`config.mk`:
```
export PLATFORM = sky130hd
export DESIGN_NAME = branch_ctrl_flat
export DESIGN_NICKNAME = d
export VERILOG_FILES = /design/src/rtl/branch_pkg.sv /design/src/rtl/branch_ctrl_if.sv /design/src/rtl/branch_ctrl_target_lut.sv /design/src/rtl/branch_ctrl.sv /design/src/flat_wrapper.sv
export SDC_FILE = /design/constraint.sdc
export NUM_CORES = 1
export LEC_CHECK = 0
export ABC_AREA = 1
export ABC_CLOCK_PERIOD_IN_PS = 2700
export CORE_MARGIN = 4
export CORE_UTILIZATION = 40
export CTS_BUF_LIST = sky130_fd_sc_hd__clkbuf_8
export CTS_CLUSTER_DIAMETER = 100
export DETAILED_ROUTE_END_ITERATION = 8
export PLACE_DENSITY = 0.9
export RECOVER_POWER = 50
export SKIP_CTS_REPAIR_TIMING = 1
export SYNTH_ARGS = -nofsm -noshare
export SYNTH_HDL_FRONTEND = slang
export SYNTH_SLANG_ARGS = --single-unit
```
`constraint.sdc`:
```
create_clock -name CLK -period 2.7 [get_ports CLK]
set_input_delay 0.27 -clock CLK [delete_from_list [all_inputs] [get_ports CLK]]
set_output_delay 0.27 -clock CLK [all_outputs]
set_load 0.1 [all_outputs]
```
`src/rtl/branch_pkg.sv`:
```
// Purpose: shared constants, types and the branch target table for branch_ctrl.
// Latency: n/a (package only).
// Backpressure: n/a (package only).
package branch_pkg;

  localparam logic [2:0] BR_OPC    = 3'b111;
  localparam int         LUT_DEPTH = 16;
  localparam int         ADDR_W    = 16;

  typedef enum logic [1:0] {BR_ALWAYS, BR_Z, BR_N, BR_CALLRET} br_cond_e;

  typedef enum logic {ST_RUN, ST_HALTED} br_state_e;

  // Instruction word as seen by the branch unit: opcode, condition, table index.
  typedef struct packed {
    logic [2:0] opc;
    br_cond_e   cond;
    logic [3:0] idx;
  } br_instr_t;

  // Constant jump targets; entry 0 sits in the least significant slot.
  localparam logic [LUT_DEPTH-1:0][ADDR_W-1:0] BR_LUT = {
    {13{16'h0000}}, 16'h01F7, 16'h0100, 16'h0010
  };

endpackage

```
`src/rtl/branch_ctrl_if.sv`:
```
// Purpose: groups the fetch/ALU/halt inputs and redirect outputs of branch_ctrl.
// Latency: n/a (wiring only).
// Backpressure: none; the branch unit always accepts the current instruction.
interface branch_ctrl_if;
  import branch_pkg::*;

  logic [8:0]        instr;
  logic [ADDR_W-1:0] PC;
  logic              alu_zero;
  logic              alu_neg;
  logic              flag_we;
  logic              halt_in;
  logic              jump_en;
  logic [ADDR_W-1:0] Target;
  logic [15:0]       taken_cnt;

  modport master (
    output instr, PC, alu_zero, alu_neg, flag_we, halt_in,
    input  jump_en, Target, taken_cnt
  );

  modport slave (
    input  instr, PC, alu_zero, alu_neg, flag_we, halt_in,
    output jump_en, Target, taken_cnt
  );

endinterface

```
`src/rtl/branch_ctrl_target_lut.sv`:
```
// Purpose: maps a 4-bit branch index to its constant 16-bit target address.
// Latency: combinational, zero cycles.
// Backpressure: none.
module target_lut
  import branch_pkg::*;
(
  input  logic [3:0]        idx,
  output logic [ADDR_W-1:0] addr
);

  assign addr = BR_LUT[idx];

endmodule

```
`src/rtl/branch_ctrl.sv`:
```
// Purpose: branch decision, flag register, RUN/HALTED FSM and taken-branch counter;
//          optional single-entry call/return link when BRANCH_CALL_RET_EN is defined.
// Latency: jump_en/Target combinational (same cycle); taken_cnt one cycle. Backpressure: none.
module branch_ctrl
  import branch_pkg::*;
(
  input  logic          CLK,
  input  logic          init,
  branch_ctrl_if.slave  bus
);

  br_instr_t         ins;
  logic [ADDR_W-1:0] lut_addr;
  logic              jump_c;
  logic [ADDR_W-1:0] target_c;
  logic              is_call;

  br_state_e         state_q, state_d;
  logic              z_q, z_d;
  logic              n_q, n_d;
  logic [15:0]       cnt_q, cnt_d;
  logic [ADDR_W-1:0] link_q;

  assign ins = br_instr_t'(bus.instr);

  target_lut u_lut (
    .idx  (ins.idx),
    .addr (lut_addr)
  );

`ifdef BRANCH_CALL_RET_EN
  logic [ADDR_W-1:0] link_d;
`else
  // Without call/return the link register does not exist, so PC has no reader.
  logic unused_pc;
  assign unused_pc = ^bus.PC;
  assign link_q    = '0;
`endif

  // Branch decision on registered flags only; reset and HALTED suppress any redirect.
  always_comb begin
    jump_c   = 1'b0;
    target_c = '0;
    is_call  = 1'b0;
    if (!init && state_q == ST_RUN && ins.opc == BR_OPC) begin
      case (ins.cond)
        BR_ALWAYS: jump_c = 1'b1;
        BR_Z:      jump_c = z_q;
        BR_N:      jump_c = n_q;
        BR_CALLRET: begin
`ifdef BRANCH_CALL_RET_EN
          jump_c  = 1'b1;
          is_call = (ins.idx != 4'hF);
`else
          jump_c  = 1'b0;
`endif
        end
        default:   jump_c = 1'b0;
      endcase
      if (jump_c) begin
        target_c = (ins.cond == BR_CALLRET && ins.idx == 4'hF) ? link_q : lut_addr;
      end
    end
  end

  assign bus.jump_en   = jump_c;
  assign bus.Target    = target_c;
  assign bus.taken_cnt = cnt_q;

  // Next-state: everything freezes in HALTED; a halt in RUN still lets this cycle's branch count.
  always_comb begin
    state_d = state_q;
    z_d     = z_q;
    n_d     = n_q;
    cnt_d   = cnt_q;
`ifdef BRANCH_CALL_RET_EN
    link_d  = link_q;
`endif
    if (state_q == ST_RUN) begin
      if (bus.flag_we) begin
        z_d = bus.alu_zero;
        n_d = bus.alu_neg;
      end
      if (jump_c && cnt_q != 16'hFFFF) begin
        cnt_d = cnt_q + 16'd1;
      end
`ifdef BRANCH_CALL_RET_EN
      if (is_call) begin
        link_d = bus.PC + 16'd1;
      end
`endif
      if (bus.halt_in) begin
        state_d = ST_HALTED;
      end
    end
  end

  // All state in one register block; init overrides every other update in its cycle.
  always_ff @(posedge CLK) begin
    if (init) begin
      state_q <= ST_RUN;
      z_q     <= 1'b0;
      n_q     <= 1'b0;
      cnt_q   <= '0;
`ifdef BRANCH_CALL_RET_EN
      link_q  <= '0;
`endif
    end else begin
      state_q <= state_d;
      z_q     <= z_d;
      n_q     <= n_d;
      cnt_q   <= cnt_d;
`ifdef BRANCH_CALL_RET_EN
      link_q  <= link_d;
`endif
    end
  end

endmodule

```
`src/flat_wrapper.sv`:
```
// flat-port wrapper written by rule: the top's interface ports become plain ports
module branch_ctrl_flat import branch_pkg::*;
  (CLK, init, bus_instr, bus_PC, bus_alu_zero, bus_alu_neg, bus_flag_we, bus_halt_in, bus_jump_en, bus_Target, bus_taken_cnt);
  branch_ctrl_if bus_i ();
  input  logic CLK;
  input  logic init;
  input wire logic [$bits(bus_i.instr)-1:0] bus_instr;
  input wire logic [$bits(bus_i.PC)-1:0] bus_PC;
  input wire logic [$bits(bus_i.alu_zero)-1:0] bus_alu_zero;
  input wire logic [$bits(bus_i.alu_neg)-1:0] bus_alu_neg;
  input wire logic [$bits(bus_i.flag_we)-1:0] bus_flag_we;
  input wire logic [$bits(bus_i.halt_in)-1:0] bus_halt_in;
  output wire logic [$bits(bus_i.jump_en)-1:0] bus_jump_en;
  output wire logic [$bits(bus_i.Target)-1:0] bus_Target;
  output wire logic [$bits(bus_i.taken_cnt)-1:0] bus_taken_cnt;
  assign bus_i.instr = bus_instr;
  assign bus_i.PC = bus_PC;
  assign bus_i.alu_zero = bus_alu_zero;
  assign bus_i.alu_neg = bus_alu_neg;
  assign bus_i.flag_we = bus_flag_we;
  assign bus_i.halt_in = bus_halt_in;
  assign bus_jump_en = bus_i.jump_en;
  assign bus_Target = bus_i.Target;
  assign bus_taken_cnt = bus_i.taken_cnt;
  branch_ctrl u_core (.CLK(CLK), .init(init), .bus(bus_i));
endmodule
```
==> results.txt <==
- The congestion estimate from routability-driven global placement came to 0.8213.
- Summed instance area of the synthesized netlist: 1279 um2
* Number of DRC markers in iteration 0: 33
* Worst hold path class: flop to flop
- STA classifies the critical path startpoint as a primary input.
- In this run the vertical extent of the chip is 64.54 um.
* Total Nets Final: 268
- Summed over all layers, the global routing overflow is 0.
- Starting utilization of the core area: a little over two fifths
- Max-capacitance violation count: 0
- Clock-pin slew on the worst setup and hold paths: 0.07 ns
* Delay of the slowest cell on the worst path: between 0.5 and 0.6 ns
- Leak pwr: 0.6462 nW
* Transition time of the tightest slew-check pin: roughly 1.2 ns
- CTS HTree Levels: 1
* Wirelength, routed: about 2.9 mm
- Highest-delay cell along the critical path: dlygate4sd3_1
- The worst setup path is captured at a primary output.
* Total GRT Usage: between 10% and 20%
* Clock tree from TritonCTS: yes
- The initial antenna violation count is 0.
- Floorplan die area: 4165 um2
- Setup repair after global routing missed its margin: false
* Minimum clock period after layout: 2.213 ns
- For this run, the register share of the synthesized area comes to 29.75%.
* Ordered list of cells on the worst path: dlygate4sd3_1, clkinv_2, nand2_2, nor2_2, nand2_2, nor2_2, buf_12
- Along the worst path, the maximum fanout reaches 6.
- The final count of hold timing violations was 0.
- Data arrival time at the worst-slack endpoint: 1.94 ns
- Timing would allow up to between 0.4 and 0.5 GHz.
* DRC viols: 0
- Count of final setup violators: 0
- Data on the critical path is required at its endpoint by 2.43 ns.
- Part of the cycle the worst path needs: between 80% and 90%
- Power density over the cells: 362.8 nW/um2
- Timing analysis after detailed placement gives a worst setup slack of between 0.5 and 0.6 ns.
- 0 antenna diodes ended up in the layout.
- Synth warn: 0
- The multi-input combinational cells in the finished layout cover a total of 698.2 um2.
- In this run the cell area measured after placement is 1678 um2.
- HPWL after detailed placement: 2.231 mm
* Count of pins over their slew limit: 0
* Setup TNS: 0 ns
* Area of all placed cells without fillers: around 1600 um2
- Counting the fill cells in the layout gives about 310.
- Synthesized flop and latch total: 19
* Max-slew headroom: approximately 22%
- Synth cell types: 23
- The first global-routing pass estimated roughly 4.7 mm of wire.
- Worst Slack Setup Final: 0.4871 ns
* Leading cell type in the layout, fill and taps excluded: nand2_1
- Vias in the first global route: 1067
* Core area: a little over 3000 um2
- Routed via count: between 1000 and 1500
- The clock passes through at most 2 buffers.
* Largest net degree at the start of global routing: 21
- The root buffer cell chosen for the clock tree is clkbuf_8.
* Number of buffers added by the clock tree synthesis step: 3
* Number of port buffers: 39
- Antenna-violating nets left: 0
* Synthesized area per cell: 6.458 um2
- Counting every sink on the clock net gives 19.
* Peak ir drop on the vdd network: 0.2435 mV
* Chip width: 64.54 um
- Synthesis handed over a netlist of 198 instances.
- Skew-Pair Late Insertion Delay: 0.26 ns
- Commonest cells after routing, fill and taps aside: nand2_1 (50), nor2_1 (33), inv_1 (20)
* Result of the run: finished clean
* Count of boundary I/O pins: 64
- The first TritonRoute pass finished after 4 iterations.
* Proportion of layout cells with a drive suffix above 1: 11.16%
* Area occupied by registers: between 300 and 400 um2
- Crit Path Class: primary input to primary output
- The floorplan has 20 rows.
- Drt wl/cell: 10.36 um
- Growth of design area from synthesis to finish: 28.77%
- After detailed routing, the number of vias per cell comes to 4.581.
* Max Clock Skew: 0.001014 ns
==> cell usage after synthesis <==
| master | instances | area [um2] |
|---|---|---|
| clkinv_2 | 1 | 5.000 |
| buf_4 | 13 | 97.59 |
| nor2_1 | 33 | 123.9 |
| nand2_2 | 5 | 31.28 |
| inv_1 | 19 | 71.32 |
| xnor2_1 | 3 | 26.28 |
| buf_6 | 4 | 45.04 |
| nand4_1 | 3 | 18.77 |
| nand2_1 | 49 | 183.9 |
| and2_1 | 1 | 6.260 |
| xor2_1 | 2 | 17.52 |
| nand3_1 | 11 | 55.05 |
| dfxtp_1 | 19 | 380.4 |
| nand3b_1 | 1 | 7.510 |
| a21oi_2 | 1 | 8.760 |
| nor2_2 | 6 | 37.54 |
| nand3_2 | 1 | 10.01 |
| o21ai_0 | 9 | 45.04 |
| buf_2 | 1 | 5.000 |
| a21oi_1 | 11 | 55.05 |
| ha_1 | 3 | 37.54 |
| conb_1 | 1 | 3.750 |
| or2_2 | 1 | 6.260 |
==> layout make-up <==
cell class              instances  share of cell area, %
clock buffers                   3                  2.508
repair buffers                 42                  23.78
well taps                      44                  3.343
clock inverters                 1                 0.2280
multi-input cells             148                  42.40
inverters                      20                  4.635
flip-flops and latches         19                  23.10
==> path summary, 6_finish.rpt <==
path / to / depth (start not counted) / slack [ns] / startpoint
setup / recovery: bus_Target[2] / 7 / 0.49 / init
hold / removal: u_core.n_q / 2 / 0.46 / u_core.n_q
setup reg to reg: u_core.bus.taken_cnt[15] / 10 / 0.57 / u_core.bus.taken_cnt[0]
hold reg to reg: u_core.n_q / 2 / 0.46 / u_core.n_q
==> worst max-delay path: cells and delay by family <==
family / cells / cell delay, ns
buffers and inverters: 3 / 0.90
AND/OR/NAND/NOR: 4 / 0.76
==> power breakdown <==
| group | total [mW] | leakage (nW) | switching [mW] | internal [mW] |
|---|---|---|---|---|
| Combinational | 0.110 | 0.465 | 0.0819 | 0.0285 |
| Clock | 0.199 | 0.0269 | 0.0978 | 0.101 |
| Sequential | 0.288 | 0.154 | 0.00336 | 0.285 |
| Total | 0.597 | 0.646 | 0.183 | 0.414 |
==> kinds of logic after synthesis <==
group / count (synthesis) / share of synthesized area [%]
xor gates and xnor gates: 5 / 3.425
and+or+nand+nor: 111 / 37.57
other: 1 / 0.2933
buffers and inverters: 38 / 17.51
AOI/OAI and AO/OA: 21 / 8.512
DFF: 19 / 29.75
adders and majority gates: 3 / 2.936
==> per-stage QoR <==
stage          utilization, %  cells  hold slack (ns)  power (mW)
6_report                53.93    277           0.4593      0.5974
5_1_grt                 53.93    277           0.4849      0.6214
4_1_cts                 56.43    277           0.4581      0.6086
3_5_place_dp            54.96    273           0.4481      0.4073
3_3_place_gp            54.96    273           0.4430      0.4057
2_1_floorplan               -    205           0.3858      0.3873
==> sequential cells by signal, summed over array words and instances, names as in the netlist <==
name and cells:
u_core.bus.taken_cnt 16, u_core.state_q 1, u_core.z_q 1, u_core.n_q 1
==> per-layer routing <==
metal	vias up	global-route usage (%)	part of all wire, %
met5	-	0	0
met4	0	7.916	1.9
met3	5	2.946	7.1
met2	47	23.58	44
met1	554	16.51	46
li1	663	-	-
No activity file was read; power rests on OpenSTA's default activity.
